## src/rtl/mram_serial_pkg.sv

```systemverilog
// Shared constants for the MRAM serial read path: word-select codes, the
// deserializer state encoding and the frame length for each word select.
package mram_serial_pkg;

    localparam logic [1:0] WORD_SEL_NONE = 2'b00;
    localparam logic [1:0] WORD_SEL_LO   = 2'b01;
    localparam logic [1:0] WORD_SEL_HI   = 2'b10;
    localparam logic [1:0] WORD_SEL_FULL = 2'b11;

    typedef enum logic {
        ST_IDLE = 1'b0,
        ST_RECV = 1'b1
    } state_t;

    // Number of serial bits in one frame: whole word or half of it.
    function automatic int unsigned frame_len(input logic [1:0] sel, input int unsigned data_w);
        return (sel == WORD_SEL_FULL) ? data_w : (data_w / 2);
    endfunction

endpackage

```

## src/rtl/serial_to_parallel_if.sv

```systemverilog
// Serial receive bus plus the valid/ready word output of the deserializer.
// master: the side driving serial bits and consuming words; slave: the deserializer.
interface serial_to_parallel_if
    import mram_serial_pkg::*;
#(
    parameter int DATA_W = 16
);
    logic              en;
    logic              start;
    logic [1:0]        word_sel;
    logic              bit_valid;
    logic              serial_in;
    logic [DATA_W-1:0] data_out;
    logic              data_valid;
    logic              data_ready;
    logic              busy;
    logic              overrun;

    modport master (
        output en, start, word_sel, bit_valid, serial_in, data_ready,
        input  data_out, data_valid, busy, overrun
    );

    modport slave (
        input  en, start, word_sel, bit_valid, serial_in, data_ready,
        output data_out, data_valid, busy, overrun
    );
endinterface

```

## src/rtl/serial_to_parallel.sv

```systemverilog
// Deserializer for the LSB-first stream of the MRAM parallel-to-serial stage.
// Collects a full word or one byte, aligns it into the word lane it came from
// and holds it in a single valid/ready output register.
module serial_to_parallel
    import mram_serial_pkg::*;
#(
    parameter int DATA_W = 16
) (
    input logic                 clk,
    input logic                 rst_n,
    serial_to_parallel_if.slave bus
);

    localparam int CNT_W  = $clog2(DATA_W + 1);
    localparam int HALF_W = DATA_W / 2;

    // A byte frame shifts in from the top, so after HALF_W bits it sits in
    // the upper half of the shift register; move it to its own lane.
    function automatic logic [DATA_W-1:0] align_word(input logic [1:0] sel,
                                                     input logic [DATA_W-1:0] sr);
        logic [DATA_W-1:0] word;
        case (sel)
            WORD_SEL_LO: word = {{HALF_W{1'b0}}, sr[DATA_W-1 -: HALF_W]};
            WORD_SEL_HI: word = {sr[DATA_W-1 -: HALF_W], {HALF_W{1'b0}}};
            default:     word = sr;
        endcase
        return word;
    endfunction

    state_t            state;
    state_t            state_nxt;
    logic [1:0]        sel_q;
    logic [CNT_W-1:0]  cnt_p0;
    logic [CNT_W-1:0]  cnt_inc;
    logic [CNT_W-1:0]  len_cur;
    logic [DATA_W-1:0] sr_p0;
    logic [DATA_W-1:0] sr_shift;
    logic [DATA_W-1:0] word_p1;
    logic              vld_p1;
    logic              overrun_q;
    logic              take_start;
    logic              take_bit;
    logic              last_bit;

    assign len_cur  = CNT_W'(frame_len(sel_q, DATA_W));
    assign cnt_inc  = cnt_p0 + CNT_W'(1);
    assign sr_shift = {bus.serial_in, {(DATA_W-1){1'b0}}} | (sr_p0 >> 1);

    // Next state: a legal start always (re)opens a frame and wins over a bit
    // in the same cycle; the bit that brings the count to the frame length closes it.
    always_comb begin
        state_nxt  = state;
        take_bit   = 1'b0;
        last_bit   = 1'b0;
        take_start = bus.en && bus.start && (bus.word_sel != WORD_SEL_NONE);
        case (state)
            ST_IDLE: begin
                if (take_start) begin
                    state_nxt = ST_RECV;
                end
            end
            ST_RECV: begin
                if (take_start) begin
                    state_nxt = ST_RECV;
                end else if (bus.en && bus.bit_valid) begin
                    take_bit = 1'b1;
                    if (cnt_inc == len_cur) begin
                        last_bit  = 1'b1;
                        state_nxt = ST_IDLE;
                    end
                end
            end
            default: state_nxt = ST_IDLE;
        endcase
    end

    // State register.
    always_ff @(posedge clk or negedge rst_n) begin
        if (!rst_n) begin
            state <= ST_IDLE;
        end else begin
            state <= state_nxt;
        end
    end

    // Frame capture: latch the word select on start, then shift bits in LSB first.
    always_ff @(posedge clk or negedge rst_n) begin
        if (!rst_n) begin
            sel_q  <= WORD_SEL_NONE;
            cnt_p0 <= '0;
            sr_p0  <= '0;
        end else if (take_start) begin
            sel_q  <= bus.word_sel;
            cnt_p0 <= '0;
            sr_p0  <= '0;
        end else if (take_bit) begin
            cnt_p0 <= cnt_inc;
            sr_p0  <= sr_shift;
        end
    end

    // ---- stage p1: output holding register ----
    // A finished frame loads only if the slot is empty or being drained this
    // cycle; otherwise it is dropped and overrun latches until the next start.
    always_ff @(posedge clk or negedge rst_n) begin
        if (!rst_n) begin
            word_p1   <= '0;
            vld_p1    <= 1'b0;
            overrun_q <= 1'b0;
        end else begin
            if (take_start) begin
                overrun_q <= 1'b0;
            end
            if (last_bit) begin
                if (!vld_p1 || bus.data_ready) begin
                    word_p1 <= align_word(sel_q, sr_shift);
                    vld_p1  <= 1'b1;
                end else begin
                    overrun_q <= 1'b1;
                end
            end else if (vld_p1 && bus.data_ready) begin
                vld_p1 <= 1'b0;
            end
        end
    end

    assign bus.data_out   = word_p1;
    assign bus.data_valid = vld_p1;
    assign bus.busy       = (state == ST_RECV);
    assign bus.overrun    = overrun_q;

    // The counter stays below the frame length while a frame is open.
    a_cnt_bound: assert property (@(posedge clk) disable iff (!rst_n)
        (state == ST_RECV) |-> (cnt_p0 < len_cur));

    // An open frame always carries a legal word select.
    a_sel_legal: assert property (@(posedge clk) disable iff (!rst_n)
        (state == ST_RECV) |-> (sel_q != WORD_SEL_NONE));

endmodule

```

## src/flat_wrapper.sv

```systemverilog
// flat-port wrapper written by rule: the top's interface ports become plain ports
module serial_to_parallel_flat import mram_serial_pkg::*;
#(
    parameter int DATA_W = 16
)
  (clk, rst_n, bus_en, bus_start, bus_word_sel, bus_bit_valid, bus_serial_in, bus_data_ready, bus_data_out, bus_data_valid, bus_busy, bus_overrun);
  serial_to_parallel_if #(.DATA_W(DATA_W)) bus_i ();
  input logic clk;
  input logic rst_n;
  input wire logic [$bits(bus_i.en)-1:0] bus_en;
  input wire logic [$bits(bus_i.start)-1:0] bus_start;
  input wire logic [$bits(bus_i.word_sel)-1:0] bus_word_sel;
  input wire logic [$bits(bus_i.bit_valid)-1:0] bus_bit_valid;
  input wire logic [$bits(bus_i.serial_in)-1:0] bus_serial_in;
  input wire logic [$bits(bus_i.data_ready)-1:0] bus_data_ready;
  output wire logic [$bits(bus_i.data_out)-1:0] bus_data_out;
  output wire logic [$bits(bus_i.data_valid)-1:0] bus_data_valid;
  output wire logic [$bits(bus_i.busy)-1:0] bus_busy;
  output wire logic [$bits(bus_i.overrun)-1:0] bus_overrun;
  assign bus_i.en = bus_en;
  assign bus_i.start = bus_start;
  assign bus_i.word_sel = bus_word_sel;
  assign bus_i.bit_valid = bus_bit_valid;
  assign bus_i.serial_in = bus_serial_in;
  assign bus_i.data_ready = bus_data_ready;
  assign bus_data_out = bus_i.data_out;
  assign bus_data_valid = bus_i.data_valid;
  assign bus_busy = bus_i.busy;
  assign bus_overrun = bus_i.overrun;
  serial_to_parallel #(.DATA_W(DATA_W)) u_core (.clk(clk), .rst_n(rst_n), .bus(bus_i));
endmodule
```

## config.mk

```make
export PLATFORM = sky130hd
export DESIGN_NAME = serial_to_parallel_flat
export DESIGN_NICKNAME = d
export VERILOG_FILES = /design/src/rtl/mram_serial_pkg.sv /design/src/rtl/serial_to_parallel_if.sv /design/src/rtl/serial_to_parallel.sv /design/src/flat_wrapper.sv
export SDC_FILE = /design/constraint.sdc
export NUM_CORES = 1
export LEC_CHECK = 0
export BUFFER_PORTS_ARGS = -buffer_cell sky130_fd_sc_hd__buf_2
export CAP_MARGIN = 0
export CELL_PAD_IN_SITES_DETAIL_PLACEMENT = 0
export CELL_PAD_IN_SITES_GLOBAL_PLACEMENT = 1
export CORE_MARGIN = 2
export CORE_UTILIZATION = 33
export DETAILED_ROUTE_END_ITERATION = 16
export PLACE_DENSITY = 0.67
export RECOVER_POWER = 50
export SLEW_MARGIN = 20
export SYNTH_ARGS = -nofsm -noshare
export SYNTH_HDL_FRONTEND = slang
export SYNTH_SLANG_ARGS = --single-unit
export TNS_END_PERCENT = 1
```

## constraint.sdc

```tcl
create_clock -name clk -period 3.1 [get_ports clk]
set_clock_uncertainty 0.05 [all_clocks]
set_input_delay 0.31 -clock clk [delete_from_list [all_inputs] [get_ports clk]]
set_output_delay 0.31 -clock clk [all_outputs]
set_load 0.005 [all_outputs]
```

==> results of run 1 <==
state kept, by name, indices dropped and copies added (netlist names):
| name | cells |
|---|---|
| u_core.bus.busy | 1 |
| u_core.bus.data_out | 16 |
| u_core.bus.data_valid | 1 |
| u_core.bus.overrun | 1 |
| u_core.cnt_p0 | 5 |
| u_core.sel_q | 2 |
| u_core.sr_p0 | 15 |
critical path, delay by kind of cell, from the launching register on:
family                     cells  cell delay, ns
xor gates and xnor gates       1            0.17
muxes                          1            0.37
and+or+nand+nor                2            0.47
DFF                            1            0.43
adders and majority gates      1            0.25
buffers and inverters          1            0.32
AOI/OAI and AO/OA              1            0.25
cell usage in the layout (no fill, tap or decap):
cell	instances
xor2_1	1
nand3_1	4
clkinv_2	1
clkbuf_1	3
nor2b_1	8
nand2_1	25
nor2_2	1
o21a_1	2
a221oi_4	1
or2_2	1
o21ai_0	15
and2_1	1
clkbuf_8	5
dfrtp_1	41
nor2_1	2
xnor2_1	2
mux2_2	6
inv_1	3
mux2_4	10
a22o_1	17
ha_1	5
or3_4	1
buf_4	2
and2_0	1
nand3_2	1
a21o_2	1
bufinv_16	2
buf_2	24
area by class of cell:
cell class	count	area, um^2	share of cell area (%)
clock buffers	5	68.8	3.12
clock inverters	3	65.1	2.95
inverters	3	11.3	0.510
multi-input cells	105	798	36.2
flip-flops and latches	41	1030	46.5
well taps	72	90.1	4.08
repair buffers	29	146	6.64
how the worst min path moves through the flow:
stage	start	endpoint	slack [ns]	cells after the start
global placement	rst_n	u_core.bus.data_out[3]	0.43	1
detailed placement	u_core.sr_p0[1]	u_core.sr_p0[1]	0.43	1
CTS	rst_n	u_core.bus.data_out[10]	0.12	1
floorplan	rst_n	u_core.bus.busy	-0.04	0
finish	bus_word_sel[0]	u_core.sel_q[0]	0.20	3
global route	bus_word_sel[0]	u_core.sel_q[0]	0.21	3
cell families (layout without fill, tap and decap cells):
kind of cell / Yosys count / after routing / share of synthesized area, %
AO/OA/AOI/OAI: 36 / 36 / 14.6
XOR/XNOR: 3 / 3 / 1.40
adder cells (fa/ha/maj): 5 / 5 / 3.33
buffers and inverters: 10 / 40 / 2.86
flip-flops: 41 / 41 / 54.6
multiplexers: 16 / 16 / 11.6
AND/OR/NAND/NOR: 45 / 45 / 11.6
routing by layer:
layer,up-vias,part of all wire (%),global-route usage (%),wire length (um)
met5,-,0,0,0
met4,0,1.2,5.17,45
met3,5,5.1,3.17,188
met2,30,47,20.8,1760
met1,626,46,16.3,1720
li1,606,-,-,-
power groups by stage:
stage | Clock [mW] | Sequential (mW) | Combinational [mW]
2_1_floorplan | 0 | 0.567 | 0.0660
3_3_place_gp | 0 | 0.569 | 0.0970
3_5_place_dp | 0 | 0.571 | 0.100
4_1_cts | 0.525 | 0.561 | 0.100
5_1_grt | 0.545 | 0.563 | 0.113
6_report | 0.507 | 0.561 | 0.0974
==> flow_metrics.tcl, run 1 <==
set metrics [dict create \
    path_class "reg2reg" \
    dieArea_mm2 0.00631 \
    cts_tree "yes" \
    num_rows 27 \
    r2r_setup_slack_ns 0.67 \
    async_flop_share_pct 100 \
    comb_power_share_pct 8.4 \
    power.leakage_nw 1.07 \
    cp_data_arrival_time_ns 2.57 \
    grt_overflow 0 \
    fin_crit_sh_pct 78.5 \
    reg2reg_depth 7 \
    slew_headroom_pct -44.9 \
    pin_count 28 \
    synth-seq-cells 41 \
    worstPathRequired_ns 3.24 \
    ant_nets 0 \
    avgSynthCellArea_um2 12.0 \
    drt-total-wl_um 3710 \
    clock-root-buffer "clkbuf_8" \
    hold_viol_final 0 \
    gp_congestion 0.783 \
    grt_usage_pct 12.8 \
    rsz0062_at_grt "false" \
    synth_top_area_share_pct 54.6 \
    die_w_um 79.4 \
    cts_setup_buffers 0 \
    drive_above_1_share_pct 30.1 \
    startpoint "u_core.cnt_p0[0]" \
    max_freq_ghz 0.411 \
    power.share.clock_pct 43.5 \
    avgRoutedWirePerCell_um 14.4 \
    drc_errors 0 \
    setup_ws_ns 0.668 \
    dp_hpwl_um 2560 \
    stdcell_area_mm2 0.00221 \
    final_nets 199 \
    drv_slew 42 \
    drt-initial-drc-count 51 \
    placed_area_mm2 0.00208 \
    outcome "finished with violations" \
    pre_cts_ws_ns 0.672 \
    syn-cell-area_mm2 0.00188 \
    ys_warn_count 0 \
    worstSetupEndpointType "flop" \
    violations "capacitance limit, slew limit" \
    p_per_area_mw_per_mm2 528 \
    p_total_mw 1.17 \
    antenna_cells 0 \
    synth.most_common_cell "dfrtp_1" \
    startpoint_type "flop" \
    final_core_utilization_pct 40.1 \
    grt_max_degree 42 \
    final-setup-viol-count 0 \
    clk_pin_slew_ns 0.08 \
    via_count 1267 \
    worst_slew_pin_slew_ns 2.17 \
    tns_ns 0 \
    core_mm2 0.00551 \
    initial_core_util_pct 34.1 \
    cts_hold_buf 0 \
    reg2reg_from "u_core.cnt_p0[0]" \
    crit_path_end "u_core.bus.data_out[11]" \
    cts_max_path_buffers 2 \
    synth_edf_count 0 \
    dieHeight_um 79.4 \
    netlist-cell-type-count 24 \
    swShare_pct 23.3 \
    synth_fp_nets 170 \
    antenna_found_initial 0 \
    seq_area_frac_synth_pct 54.6 \
    io_buffers 27 \
    critPathMaxFanout 16 \
    ys_top_cells_by_count "dfrtp_1, nand2_1, a22o_1" \
    dp_cells 250 \
    n_fill_cell 540 \
    vdd_drop_max_mv 0.247 \
    cts_resized 0 \
    h-tree-depth 2 \
    syn_inst 156 \
    cap_viol_max_count 1 \
    hp-class "in2reg" \
    grt_pass1_wl_um 6160 \
    grt_pass1_vias 1298 \
    synth.area.top_cells "dfrtp_1, mux2_4, a22o_1, nand2_1, o21ai_0" \
    final-instance-count-excl-fill 258 \
    dr.pass1.iters 4 \
    holdWs_ns 0.195 \
    slowest_delay_ns 0.43 \
    reg2reg_to "u_core.bus.data_out[11]" \
    cts.sinks 41 \
    cts_inserted_buffers 5 \
    vias_per_cell 4.91 \
    synth_area_leader_cell "dfrtp_1" \
    cp_cell_sequence "ha_1, nand3_1, xnor2_1, or3_4, a221oi_4, buf_4, mux2_2" \
    synthFlopType "dfrtp_1" \
    crit_path_top_delay_cell "dfrtp_1" \
    min_period_ns 2.43 \
    p_int_uw 894 \
    p_seq_share_pct 48.1 \
    clock_latency_ns 0.30 \
    switchingPower_uw 271 \
    area.growth.synth_to_final_pct 17.5 \
]
Note: power is estimated with default switching activity, not from simulation.
==> inputs of run 2 (changes only) <==
Clock period 3.1 ns to 2.4 ns, I/O delays scaled along.
==> run 2 against run 1 <==
Compared with the run above: the run now ends clean; setup slack worse by 0.56 ns; power grew 22%; cell count rose by 1.2%; first-iteration DRC count rose by 39%; die area is the same; clock power up 9.7%; routed wire length decreased by 4.4%; critical path depth unchanged; largest cell class unchanged; largest power group unchanged.
==> flow_metrics.tcl, run 2 (same netlist as run 1, synthesis figures left out) <==
set metrics [dict create \
    most-common-layout-cells "dfrtp_1, nand2_1, buf_2" \
    pre_cts_ws_ns 0.0535 \
    initial_core_util_pct 34.1 \
    drt-total-wl_um 3550 \
    ant_nets 0 \
    cts.sinks 41 \
    cts_hold_buf 0 \
    worstPathRequired_ns 2.54 \
    drv_slew 0 \
    reg2reg_depth 7 \
    cap_viol_max_count 0 \
    largest_register_ffs 16 \
    grt_pass1_wl_um 6080 \
    core_mm2 0.00551 \
    num_rows 27 \
    p_per_area_mw_per_mm2 637 \
    grt_max_degree 42 \
    worst_slew_pin_slew_ns 0.915 \
    setup_ws_ns 0.109 \
    cts_inserted_buffers 5 \
    final_common_cell "dfrtp_1" \
    vias_per_cell 4.84 \
    clock_latency_ns 0.30 \
    antenna_found_initial 0 \
    outcome "finished, final reports clean" \
    gp_congestion 0.798 \
    avgRoutedWirePerCell_um 13.6 \
    hold_viol_final 0 \
    grt_overflow 0 \
    clock-root-buffer "clkbuf_8" \
    dieHeight_um 79.4 \
    dieArea_mm2 0.00631 \
    reg2reg_from "u_core.cnt_p0[0]" \
    dr.pass1.iters 4 \
    antenna_cells 0 \
    final-setup-viol-count 0 \
    cts_max_path_buffers 2 \
    p_total_mw 1.42 \
    dp_hpwl_um 2550 \
    h-tree-depth 2 \
    cts_tree "yes" \
    drt-initial-drc-count 71 \
    critPathMaxFanout 16 \
    io_buffers 27 \
    grt_pass1_vias 1315 \
    reg2reg_to "u_core.bus.data_out[6]" \
    slew_headroom_pct 39.0 \
    cp_data_arrival_time_ns 2.43 \
    final_nets 202 \
    power.leakage_nw 1.07 \
    die_w_um 79.4 \
    grt_usage_pct 12.5 \
    worstSetupEndpointType "flop" \
    area.growth.synth_to_final_pct 18.6 \
    clk_pin_slew_ns 0.08 \
    drive_above_1_share_pct 32.8 \
    via_count 1262 \
    rsz0062_at_grt "false" \
    drc_errors 0 \
    hp-class "in2async" \
    pin_count 28 \
    r2r_setup_slack_ns 0.11 \
    max_freq_ghz 0.436 \
    startpoint_type "flop" \
    min_period_ns 2.29 \
    fin_crit_sh_pct 95.5 \
    path_class "reg2reg" \
    tns_ns 0 \
    vdd_drop_max_mv 0.271 \
]
[run 2: worst max path at each step]
stage / to / start / slack, ns / depth (start not counted)
after CTS: u_core.bus.data_out[9] / u_core.cnt_p0[0] / 0.03 / 7
after global routing: u_core.bus.data_out[6] / u_core.cnt_p0[0] / 0.02 / 7
after detailed placement: u_core.bus.data_out[9] / u_core.cnt_p0[0] / 0.05 / 7
after global placement: u_core.bus.data_out[11] / u_core.cnt_p0[0] / 0.14 / 7
final: u_core.bus.data_out[6] / u_core.cnt_p0[0] / 0.11 / 7
after floorplan: u_core.bus.data_out[0] / u_core.cnt_p0[0] / 0.10 / 7
[run 2: area by class of cell]
cell class,instances,area (um^2)
clock buffer,5,68.8
clock inverter,3,46.3
fill,535,3280
inverter,3,11.3
multi-input combinational,105,801
sequential,41,1030
tap,72,90.1
timing repair buffer,32,183
[run 2: through the flow]
stage	util, %	instance area (um^2)	hold WS [ns]	instances
after floorplan	-	1880	-0.106	156
after global placement	38.1	2100	0.355	251
after detailed placement	38.1	2100	0.368	251
after CTS	40.2	2210	0.0437	259
after global routing	40.4	2230	0.0884	261
final	40.4	2230	0.0247	261
[run 2: power by group]
part	internal (mW)	switching (mW)	total [mW]
sequential	0.706	0.0169	0.723
combinational	0.0471	0.0919	0.139
clock	0.311	0.245	0.556
total	1.06	0.354	1.42
[run 2: layer usage]
metal | vias up | share of wire [%] | track usage (%)
met5 | - | 0 | 0
met4 | 0 | 1.6 | 5.17
met3 | 7 | 3.9 | 3.05
met2 | 27 | 47 | 20.1
met1 | 622 | 48 | 16.1
li1 | 606 | - | -
[run 2: repair_timing]
| item | in CTS | in global routing |
|---|---|---|
| gates resized for setup | 0 | 2 |
| endpoints found under the setup margin | 0 | 16 |
| buffers inserted | 0 | 2 |
[run 2: critical path, stage by stage (launching register included)]
cell,delay (ns)
dfrtp_2,0.41
ha_2,0.23
nand3_1,0.11
xnor2_1,0.17
or3_4,0.36
a221oi_4,0.30
buf_12,0.21
mux2_2,0.34
==> inputs of run 3 (changes only) <==
Clock period 2.4 ns to 2.2 ns, I/O delays scaled along.
==> run 3 against run 2 <==
Compared with the run above: combinational power up 7%; power increased by 11%; clock power grew 13%; first-iteration DRC count is 25% higher; cell area rose by 1.6%; die area stayed put; sequential share of layout area fell by 0.66 points; setup slack worse by 0.088 ns; fmax grew 5.1%; sequential power rose by 9.7%.
==> flow_metrics.tcl, run 3 (same netlist as run 1, synthesis figures left out) <==
set metrics [dict create \
    critPathMaxFanout 16 \
    drt-total-wl_um 3570 \
    h-tree-depth 2 \
    final_common_cell "dfrtp_1" \
    final-setup-viol-count 0 \
    worstSetupEndpointType "flop" \
    cap_viol_max_count 0 \
    cts.sinks 41 \
    tns_ns 0 \
    dp_hpwl_um 2580 \
    power.leakage_nw 1.08 \
    cts_max_path_buffers 2 \
    ant_nets 0 \
    drt-initial-drc-count 89 \
    drc_errors 0 \
    cts_setup_buffers 0 \
    final_core_utilization_pct 41.1 \
    core_mm2 0.00551 \
    most-common-layout-cells "dfrtp_1, buf_2, nand2_1" \
    cp_top_family "flip-flops" \
    cp_num_buf_inv 1 \
    hold_viol_final 0 \
    grt_overflow 0 \
    largest_register_ffs 16 \
    vias_per_cell 4.82 \
    cp_data_arrival_time_ns 2.31 \
    dr.pass1.iters 4 \
    fin_crit_sh_pct 99.1 \
    die_w_um 79.4 \
    antenna_found_initial 0 \
    via_count 1253 \
    slowest_delay_ns 0.43 \
    p_per_area_mw_per_mm2 695 \
    vdd_drop_max_mv 0.332 \
    min_period_ns 2.18 \
    crit_path_top_delay_cell "dfrtp_2" \
    num_rows 27 \
    outcome "finished, final reports clean" \
    area.growth.synth_to_final_pct 20.5 \
    drive_above_1_share_pct 35.1 \
    antenna_cells 0 \
    drv_slew 0 \
    clock-root-buffer "clkbuf_8" \
    slew_headroom_pct 32.3 \
    rsz0062_at_grt "true" \
    cts_inserted_buffers 5 \
    grt_pass1_vias 1323 \
    max_freq_ghz 0.459 \
    grt_max_degree 42 \
    io_buffers 27 \
    startpoint_type "flop" \
    clock_latency_ns 0.29 \
    initial_core_util_pct 34.1 \
    dieHeight_um 79.4 \
    cts_tree "yes" \
    path_class "reg2reg" \
    grt_usage_pct 12.9 \
    cp_cell_sequence "ha_4, nand3_4, xnor2_2, or3_4, a221oi_4, buf_12, mux2_2" \
    grt_pass1_wl_um 6350 \
    worstPathRequired_ns 2.33 \
    pin_count 28 \
    final_nets 201 \
    worst_slew_pin_slew_ns 1.01 \
    clk_pin_slew_ns 0.09 \
    avgRoutedWirePerCell_um 13.7 \
    hp-class "in2async" \
    gp_congestion 0.810 \
    dieArea_mm2 0.00631 \
]
## run 3: changes by cell type in the layout (fill, tap and decap cells not counted), sizes merged
cell    before  now
clkinv       1    0
## run 3: area by class of cell
class                      count  area, um^2
timing repair buffer          31         178
tap                           72        90.1
fill                         530        3240
clock buffer                   6        82.6
sequential                    41        1030
inverter                       3        11.3
clock inverter                 2        37.5
multi-input combinational    105         835
## run 3: path summary, 6_finish.rpt
path                                    start                      to  slack (ns)  depth (start not counted)
max reg2reg                  u_core.cnt_p0[1]  u_core.bus.data_out[7]        0.02                          7
min reg2reg                u_core.bus.overrun      u_core.bus.overrun        0.45                          2
max in group asynchronous               rst_n        u_core.cnt_p0[1]        1.37                          1
max                          u_core.cnt_p0[1]  u_core.bus.data_out[7]        0.02                          7
min                                     rst_n        u_core.sr_p0[14]        0.04                          1
min in group clk              bus_word_sel[0]         u_core.sel_q[0]        0.10                          3
## run 3: report_power, final
part	switching [mW]	internal, mW
combinational	0.0984	0.0503
sequential	0.0221	0.771
clock	0.261	0.369
total	0.381	1.19
## run 3: timing repair
| action | 4_1_cts | 5_1_grt |
|---|---|---|
| setup endpoints to repair | 8 | 16 |
| hold buffers | 0 | 0 |
| resized for setup | 2 | 2 |
## run 3: worst reg2reg max path, stage by stage (launching register included)
cell and delay (ns):
dfrtp_2 0.43, ha_4 0.18, nand3_4 0.08, xnor2_2 0.15
or3_4 0.35, a221oi_4 0.27, buf_12 0.20, mux2_2 0.36
## run 3: layer usage
metal  wire length, um  global-route usage (%)  vias up
met5                 0                       0        -
met4                21                    4.48        0
met3               144                    3.73        3
met2              1700                    20.1       29
met1              1710                    17.2      615
li1                  -                       -      606
## run 3: stage by stage
| stage | instances | instance area (um^2) | power, mW | worst slack [ns] | hold WS, ns |
|---|---|---|---|---|---|
| floorplan | 156 | 1900 | 0.897 | -0.0370 | -0.126 |
| global placement | 252 | 2130 | 0.954 | 0.0222 | 0.341 |
| detailed placement | 252 | 2130 | 0.960 | -0.0327 | 0.368 |
| CTS | 260 | 2250 | 1.60 | 0.0129 | 0.0398 |
| global route | 260 | 2260 | 1.66 | -0.0534 | 0.120 |
| finish | 260 | 2260 | 1.57 | 0.0205 | 0.0410 |
